<file path="src/rtl/codes.sv">
// Shared encodings for the load/store bus unit: access sizes, FSM states and
// small helpers for lane arithmetic and alignment.
package codes;

  typedef enum logic [1:0] {
    SIZE_BYTE = 2'd0,
    SIZE_HALF = 2'd1,
    SIZE_WORD = 2'd2
  } mem_size_t;

  typedef enum logic [1:0] {
    MAU_IDLE   = 2'd0,
    MAU_ACCESS = 2'd1,
    MAU_RESP   = 2'd2
  } mau_state_t;

  // Index of the last byte of an access: 0 for byte, 1 for half, 3 for word.
  function automatic logic [1:0] size_last(input mem_size_t s);
    case (s)
      SIZE_HALF: size_last = 2'd1;
      SIZE_WORD: size_last = 2'd3;
      default:   size_last = 2'd0;
    endcase
  endfunction

  function automatic logic is_aligned(input mem_size_t s, input logic [1:0] o);
    case (s)
      SIZE_HALF: is_aligned = ~o[0];
      SIZE_WORD: is_aligned = (o == 2'd0);
      default:   is_aligned = 1'b1;
    endcase
  endfunction

endpackage

</file>
<file path="src/rtl/byte_lane_align.sv">
// Combinational byte-lane steering: store value -> bus lanes, bus lanes ->
// extended load value. Byte k of an access (k=0 lowest address) rides lane o+k.
module byte_lane_align
  import codes::*;
#(
  parameter bit BIG_ENDIAN = 1'b1
) (
  input  mem_size_t   st_size_i,
  input  logic [1:0]  st_offset_i,
  input  logic [31:0] st_wdata_i,
  output logic [3:0]  st_be_o,
  output logic [31:0] st_wdata_o,
  input  mem_size_t   ld_size_i,
  input  logic [1:0]  ld_offset_i,
  input  logic        ld_signed_i,
  input  logic [31:0] ld_rdata_i,
  output logic [31:0] ld_result_o
);

  logic [1:0]  w_st_last;
  logic [1:0]  w_ld_last;
  logic [31:0] w_val;

  assign w_st_last = size_last(st_size_i);
  assign w_ld_last = size_last(ld_size_i);

  genvar gi;
  for (gi = 0; gi < 4; gi++) begin : g_st_lane
    logic [1:0] w_k;
    logic [1:0] w_j;
    assign w_k = 2'(gi) - st_offset_i;
    assign st_be_o[gi] = (2'(gi) >= st_offset_i) && (w_k <= w_st_last);
    // Big-endian puts the value's most significant byte at the lowest address.
    assign w_j = BIG_ENDIAN ? (w_st_last - w_k) : w_k;
    assign st_wdata_o[8*gi +: 8] = st_be_o[gi] ? st_wdata_i[8*w_j +: 8] : 8'h00;
  end

  for (gi = 0; gi < 4; gi++) begin : g_ld_byte
    logic [1:0] w_k;
    logic [1:0] w_lane;
    assign w_k    = BIG_ENDIAN ? (w_ld_last - 2'(gi)) : 2'(gi);
    assign w_lane = ld_offset_i + w_k;
    assign w_val[8*gi +: 8] = (2'(gi) <= w_ld_last) ? ld_rdata_i[8*w_lane +: 8] : 8'h00;
  end

  always_comb begin
    case (ld_size_i)
      SIZE_BYTE: ld_result_o = {{24{ld_signed_i & w_val[7]}}, w_val[7:0]};
      SIZE_HALF: ld_result_o = {{16{ld_signed_i & w_val[15]}}, w_val[15:0]};
      default:   ld_result_o = w_val;
    endcase
  end

endmodule

</file>
<file path="src/rtl/mem_access_unit.sv">
// Load/store unit owning the Avalon-MM master port: one request in flight,
// waitrequest stalls, optional stall timeout, misalignment reported as error.
module mem_access_unit
  import codes::*;
#(
  parameter int ADDR_WIDTH     = 32,
  parameter bit BIG_ENDIAN     = 1'b1,
  parameter int TIMEOUT_CYCLES = 0
) (
  input  logic                  clk,
  input  logic                  reset_n_i,
  input  logic                  req_valid_i,
  output logic                  req_ready_o,
  input  logic                  req_write_i,
  input  mem_size_t             req_size_i,
  input  logic                  req_signed_i,
  input  logic [ADDR_WIDTH-1:0] req_addr_i,
  input  logic [31:0]           req_wdata_i,
  output logic                  resp_valid_o,
  output logic [31:0]           resp_rdata_o,
  output logic                  resp_err_o,
  output logic [ADDR_WIDTH-1:0] address,
  output logic                  read,
  output logic                  write,
  input  logic                  waitrequest,
  output logic [31:0]           writedata,
  output logic [3:0]            byteenable,
  input  logic [31:0]           readdata
);

  localparam int CW = (TIMEOUT_CYCLES > 1) ? $clog2(TIMEOUT_CYCLES) : 1;

  mau_state_t            r_state, w_state_next;
  logic [CW-1:0]         r_wait;
  mem_size_t             r_size;
  logic                  r_signed;
  logic [1:0]            r_off;
  logic                  r_read, r_write, r_resp_valid, r_resp_err;
  logic [ADDR_WIDTH-1:0] r_address;
  logic [3:0]            r_be;
  logic [31:0]           r_wdata, r_resp_rdata;

  logic                  w_read_next, w_write_next, w_resp_valid_next, w_resp_err_next;
  logic [ADDR_WIDTH-1:0] w_address_next;
  logic [3:0]            w_be_next, w_st_be;
  logic [31:0]           w_wdata_next, w_resp_rdata_next, w_st_wdata, w_ld_result;
  logic                  w_accept, w_aligned, w_done, w_timeout;

  assign req_ready_o = reset_n_i && (r_state != MAU_ACCESS);
  assign w_accept    = req_valid_i && req_ready_o;
  assign w_aligned   = is_aligned(req_size_i, req_addr_i[1:0]);
  assign w_done      = (r_state == MAU_ACCESS) && !waitrequest;
  // r_wait counts stalled edges already seen; the Nth stalled edge aborts.
  assign w_timeout   = (TIMEOUT_CYCLES > 0) && (r_state == MAU_ACCESS) && waitrequest &&
                       (r_wait == CW'(TIMEOUT_CYCLES - 1));

  byte_lane_align #(.BIG_ENDIAN(BIG_ENDIAN)) u_align (
    .st_size_i   (req_size_i),
    .st_offset_i (req_addr_i[1:0]),
    .st_wdata_i  (req_wdata_i),
    .st_be_o     (w_st_be),
    .st_wdata_o  (w_st_wdata),
    .ld_size_i   (r_size),
    .ld_offset_i (r_off),
    .ld_signed_i (r_signed),
    .ld_rdata_i  (readdata),
    .ld_result_o (w_ld_result)
  );

  always_ff @(posedge clk) begin
    if (!reset_n_i) r_state <= MAU_IDLE;
    else            r_state <= w_state_next;
  end

  always_comb begin
    w_state_next = r_state;
    case (r_state)
      MAU_ACCESS: if (w_done || w_timeout) w_state_next = MAU_RESP;
      default: begin
        if (w_accept) w_state_next = w_aligned ? MAU_ACCESS : MAU_RESP;
        else          w_state_next = MAU_IDLE;
      end
    endcase
  end

  always_comb begin
    w_read_next       = r_read;
    w_write_next      = r_write;
    w_address_next    = r_address;
    w_be_next         = r_be;
    w_wdata_next      = r_wdata;
    w_resp_valid_next = 1'b0;
    w_resp_err_next   = 1'b0;
    w_resp_rdata_next = r_resp_rdata;
    case (r_state)
      MAU_ACCESS: begin
        if (w_done || w_timeout) begin
          w_read_next       = 1'b0;
          w_write_next      = 1'b0;
          w_resp_valid_next = 1'b1;
          w_resp_err_next   = w_timeout;
          w_resp_rdata_next = (w_done && !r_write) ? w_ld_result : 32'h0;
        end
      end
      default: begin
        if (w_accept && w_aligned) begin
          w_read_next    = !req_write_i;
          w_write_next   = req_write_i;
          w_address_next = {req_addr_i[ADDR_WIDTH-1:2], 2'b00};
          w_be_next      = w_st_be;
          w_wdata_next   = req_write_i ? w_st_wdata : 32'h0;
        end else if (w_accept) begin
          w_resp_valid_next = 1'b1;
          w_resp_err_next   = 1'b1;
          w_resp_rdata_next = 32'h0;
        end
      end
    endcase
  end

  always_ff @(posedge clk) begin
    if (!reset_n_i) begin
      r_read       <= 1'b0;
      r_write      <= 1'b0;
      r_address    <= '0;
      r_be         <= 4'h0;
      r_wdata      <= 32'h0;
      r_resp_valid <= 1'b0;
      r_resp_err   <= 1'b0;
      r_resp_rdata <= 32'h0;
      r_wait       <= '0;
      r_size       <= SIZE_BYTE;
      r_signed     <= 1'b0;
      r_off        <= 2'd0;
    end else begin
      r_read       <= w_read_next;
      r_write      <= w_write_next;
      r_address    <= w_address_next;
      r_be         <= w_be_next;
      r_wdata      <= w_wdata_next;
      r_resp_valid <= w_resp_valid_next;
      r_resp_err   <= w_resp_err_next;
      r_resp_rdata <= w_resp_rdata_next;
      if (w_accept && w_aligned) begin
        r_wait   <= '0;
        r_size   <= req_size_i;
        r_signed <= req_signed_i;
        r_off    <= req_addr_i[1:0];
      end else if (r_state == MAU_ACCESS && waitrequest) begin
        r_wait <= r_wait + 1'b1;
      end
    end
  end

  assign read         = r_read;
  assign write        = r_write;
  assign address      = r_address;
  assign byteenable   = r_be;
  assign writedata    = r_wdata;
  assign resp_valid_o = r_resp_valid;
  assign resp_err_o   = r_resp_err;
  assign resp_rdata_o = r_resp_rdata;

endmodule

</file>
<file path="config.mk">
export PLATFORM = sky130hd
export DESIGN_NAME = mem_access_unit
export DESIGN_NICKNAME = d
export VERILOG_FILES = /design/src/rtl/codes.sv /design/src/rtl/byte_lane_align.sv /design/src/rtl/mem_access_unit.sv
export SDC_FILE = /design/constraint.sdc
export NUM_CORES = 1
export LEC_CHECK = 0
export ABC_AREA = 1
export CORE_ASPECT_RATIO = 0.9
export CORE_MARGIN = 3
export CORE_UTILIZATION = 25
export DETAILED_ROUTE_END_ITERATION = 8
export GPL_ROUTABILITY_DRIVEN = 0
export GPL_TIMING_DRIVEN = 0
export PLACE_DENSITY = 0.49
export SLEW_MARGIN = 15
export SYNTH_ARGS = -nofsm -noshare
export SYNTH_HDL_FRONTEND = slang
export SYNTH_SLANG_ARGS = --single-unit
</file>
<file path="constraint.sdc">
create_clock -name clk -period 8 [get_ports clk]
set_clock_uncertainty 0.05 [all_clocks]
set_input_delay 2 -clock clk [delete_from_list [all_inputs] [get_ports clk]]
set_output_delay 2 -clock clk [all_outputs]
set_load 0.01 [all_outputs]
</file>
; ---- Yosys cells after proc, flatten, opt, wreduce, memory -nomap -nowiden
; Cells that the tools add are included.
[word_totals]
ramBits = 0
mem_count = 0
out_inout_bits = 105
latchBits = 0
elab_cells = 111
in_bits = 104
regBits = 109
mem_bits_ro = 0
[classes]
add_sub_neg = 15
n_reduce_logical = 20
bitwise = 5
div_mod_pow = 0
mul = 0
n_shift = 8
mux = 31
magnitude_cmp = 12
eq_ne = 8
[ops]
columns = op, count
row1 = $shiftx 32x6->8, 8
row2 = $mux 32, 6
row3 = $mux 8, 8
row4 = $pmux 32 s2, 1
row5 = $logic_and 1x1->1, 9
row6 = $mux 1, 9
row7 = $add 2x2->2, 4
row8 = $le 2x2->1, 4
row9 = $mux 2, 4
row10 = $pmux 2 s2, 2
row11 = $sub 2x2->2, 4
row12 = $eq 2x1->1 const B, 3
row13 = $eq 2x2->1 const B, 2
row14 = $ge 1x2->1 const A, 2
row15 = $ge 2x2->1 const A, 2
row16 = $le 1x2->1 const A, 2
row17 = $le 2x2->1 const A, 2
row18 = $logic_not 2->1, 2
row19 = $ne 2x1->1 const B, 2
row20 = $reduce_and 2->1, 2
row21 = $reduce_bool 2->1, 2
row22 = $sub 1x2->2 const A, 2
row23 = $sub 2x2->2 const A, 2
row24 = $sub 2x2->2 const B, 2
row25 = other kinds (8), 13

; ---- Logic depth before layout (Yosys ltp)
[depth]
word_depth = 11
ltp_mapped = 15
depth_no_buf = 14

; ---- Hierarchy
; From an unflattened synthesis, not the netlist that was laid out.
[hier_totals]
cells_unflattened = 1078
area_unflattened_um2 = 6807.8
[by_module_without_submodules]
columns = module, seq_area_each_um2, area_each_um2, cells_per_inst, instances
row1 = mem_access_unit, 2182.1, 4426.7, 620, 1
row2 = byte_lane_align, 0.0, 2381.0, 458, 1

; ---- Least setup slack after synthesis
; Ideal clock, no wire load.
[synth_timing]
path_type = in2out
start = input reset_n_i
end = output req_ready_o
setup_slack_ps = 3744
n_path_buf = 0
stages = 2
arrival_time_ps = 2206
required_time_ps = 5950
cell_sequence = inv_2 nor2_2
[synth_between]
elab_chain_len = 1
[synth_rtl]
columns = element, line
row1 = start: declaration, mem_access_unit.sv:11  ; input logic reset_n_i,
row2 = $logic_and 1x1->1, mem_access_unit.sv:49  ; assign req_ready_o = reset_n_i && (r_state != MAU_ACCESS);
row3 = end: declaration, mem_access_unit.sv:13  ; output logic req_ready_o,
; Every way passes these cells.

; ---- Worst setup path in the final report
; Ends and elaborated chain as after synthesis.

==> summary.txt <==
Status = finished clean
Pwr dens = 170 mW/mm²
CTS hold repair buffers = 0
DR pass1 iterations = 5
Final Max Slew Viols = 0
Clock Tree Root = clkbuf_16
Post-synthesis compound-gate area fraction = 0.206
Wire per inst = 15.8 µm
CP required = 5.95 ns
Setup WS pre-CTS = 2.57 ns
Vias in the first global route = 6201
Yosys top cell by area = dfxtp_1
Main synth FF type = dfxtp_1
Syn-to-layout area delta = 45.2%
Max Cap Violations = 0
Worst EP arrival = 3.37 ns
Syn. warnings = 0
Post-layout util = 0.374
Setup WS post-layout = 2.58 ns
Die Y = 154 µm
Largest family of logic cells by synthesized area = simple AND/OR/NAND/NOR gates
Clock-pin slew on the worst setup and hold paths = 0.08 ns
Slew @ Worst Pin = 0.774 ns
Worst vdd ir = 94.3 µV
Most used cell, CP = clkdlybuf4s50_1
Skew-Pair Late Insertion Delay = 0.36 ns
Layout cells sized above 1 = 0.0949
Core Area = 0.0236 mm²
Clock buffer count from CTS = 9
Post-Synth XOR/XNOR Area = 0.00144
Final antenna diode count = 0
Crit Path Max Fanout = 9
Fraction of the mapped netlist area in adder cells = 0.0428
Layout Nets = 1235
Post-Synthesis Cells = 894
Total GRT Usage = 0.167
Mean post-synth cell area = 6.80 µm²
Static leakage = 3.48 nW
Post-DP HPWL = 17.8 mm
Die X = 170 µm
Worst Hold Class = flop to flop
Initial antenna violation count = 1
Endpoint type of the worst setup path = primary output
CP max stage delay = 0.59 ns
Final Hold Vio Count = 0
Synthesized cell area = 0.00608 mm²
Final Cycle Share = 0.678
Top achievable clock speed = 0.184 GHz
Fin area = 0.00883 mm²
Post-synth EDFFs = 0
Global route overflow = 0
TritonCTS clock tree = done
Finish-stage setup viols = 0
Clock Sink Count = 109
Library cells used by synthesis = 36
Post-CTS setup buffer count = 0
CTS Buffer Depth = 2
Starting Density = 0.258
Critical Path Source Type = input pin
Drc violations = 0
DR vias/cell = 4.62
Top cells by area, synth = dfxtp_1 36%, nand2_1 15%, o21ai_0 7.3%, a21oi_1 6.6%, nor2_1 5.8%
CTS resizes = 0
Vias after detailed routing = 6550
DRT iter0 DRCs = 441
Port bufs = 206
Post-Route WL = 22.5 mm
Most common cell in the synthesized netlist = nand2_1
Rows = 53
Total die area = 0.0262 mm²
Htree depth = 3
Post-route total power = 1.50 mW
Top post-synthesis cells by count = 235 x nand2_1, 109 x dfxtp_1, 94 x nor2_1
Min Tclk post-route = 5.42 ns
Slowest-stage cell, CP = clkdlybuf4s50_1
Post-synthesis mux area share = 0.00987
Yosys reg bits = 109
Global-route wire length before repair = 34.5 mm
RSZ-0062 raised after global routing = false
Synth Area in Simple Gates = 0.291
Worst slew margin = 0.478
Largest net degree at the start of global routing = 21
Final ANT Viol Nets = 0
Sequential area share after synthesis = 0.359
Setup CP Type = input pin to primary output
TNS Setup = 0 ns
Placed cell area = 0.00853 mm²
Synth async-reset ratio = 0
Crit path cell chain = clkdlybuf4s50_1 -> inv_2 -> nor2_2 -> clkdlybuf4s50_1
Synth top area share = 0.359
I/O pins = 209
[path summary, 6_finish.rpt]
path | slack (ns) | cells after the start | start | endpoint
worst max-delay path | 2.58 | 4 | reset_n_i | req_ready_o
worst min register to register | 0.42 | 2 | resp_rdata_o[15]$_SDFFE_PN0P_ | resp_rdata_o[15]$_SDFFE_PN0P_
worst max register to register | 5.27 | 13 | r_size[0]$_SDFFE_PN0P_ | resp_rdata_o[25]$_SDFFE_PN0P_
worst min-delay path | 0.42 | 2 | resp_rdata_o[15]$_SDFFE_PN0P_ | resp_rdata_o[15]$_SDFFE_PN0P_
[metrics by stage]
step,hold slack (ns),std cells
final,0.416,1419
after floorplan,0.436,895
after detailed placement,0.407,1403
after global placement,0.402,1403
after global routing,0.436,1419
after CTS,0.419,1419
[registers in the layout, indices dropped and copies added (netlist names)]
signal and count:
resp_valid_o 1, write 1, r_state 2, r_size 2
byteenable 4, read 1, r_off 2, resp_err_o 1
r_signed 1, writedata 32, resp_rdata_o 32, address 30
[layout make-up]
class                      count  area [µm²]
tap                          302         378
sequential                   109        2180
timing repair buffer         206        2060
buffer                        56         280
clock inverter                 6        65.1
fill                        2560       14800
multi-input combinational    659        3360
inverter                      71         267
clock buffer                  10         239
[cell usage in the layout (no fill, tap or decap), drive strengths merged]
master and count:
ha 16, a211oi 1, dfxtp 109, a21oi 101, nand3 48, mux2i 6
clkinv 3, o21bai 1, inv 74, a22oi 8, nand2 257, or2 1
o21ai 91, clkdlybuf4s50 206, clkbuf 35, buf 31, o211ai 8, nor3 3
xnor2 1, conb 2, nor2 103, o2111ai 8, fa 3, o21a 1
[cell families after synthesis]
group                    after synthesis
multiplexers                           6
buffers and inverters                127
AO/OA/AOI/OAI                        219
XOR/XNOR                               1
adder cells (fa/ha/maj)               19
AND/OR/NAND/NOR                      412
flip-flops                           109
other                                  1
[power by group]
part	switching, mW	internal (mW)	total [mW]
logic	0.280	0.178	0.458
clock network	0.237	0.231	0.467
registers	0.0122	0.563	0.576
total	0.529	0.972	1.50
[routing by layer]
layer,share of wire,global-route usage
met3,0.092,0.0532
met2,0.42,0.253
met4,0.012,0.0386
met5,0.00058,0
met1,0.47,0.232
[worst max-delay path, delay by kind of cell]
| kind | cells | cell delay, ns |
|---|---|---|
| AND/OR/NAND/NOR | 1 | 0.18 |
| buffers and inverters | 3 | 1.18 |
No activity file was read; power rests on OpenSTA's default activity.
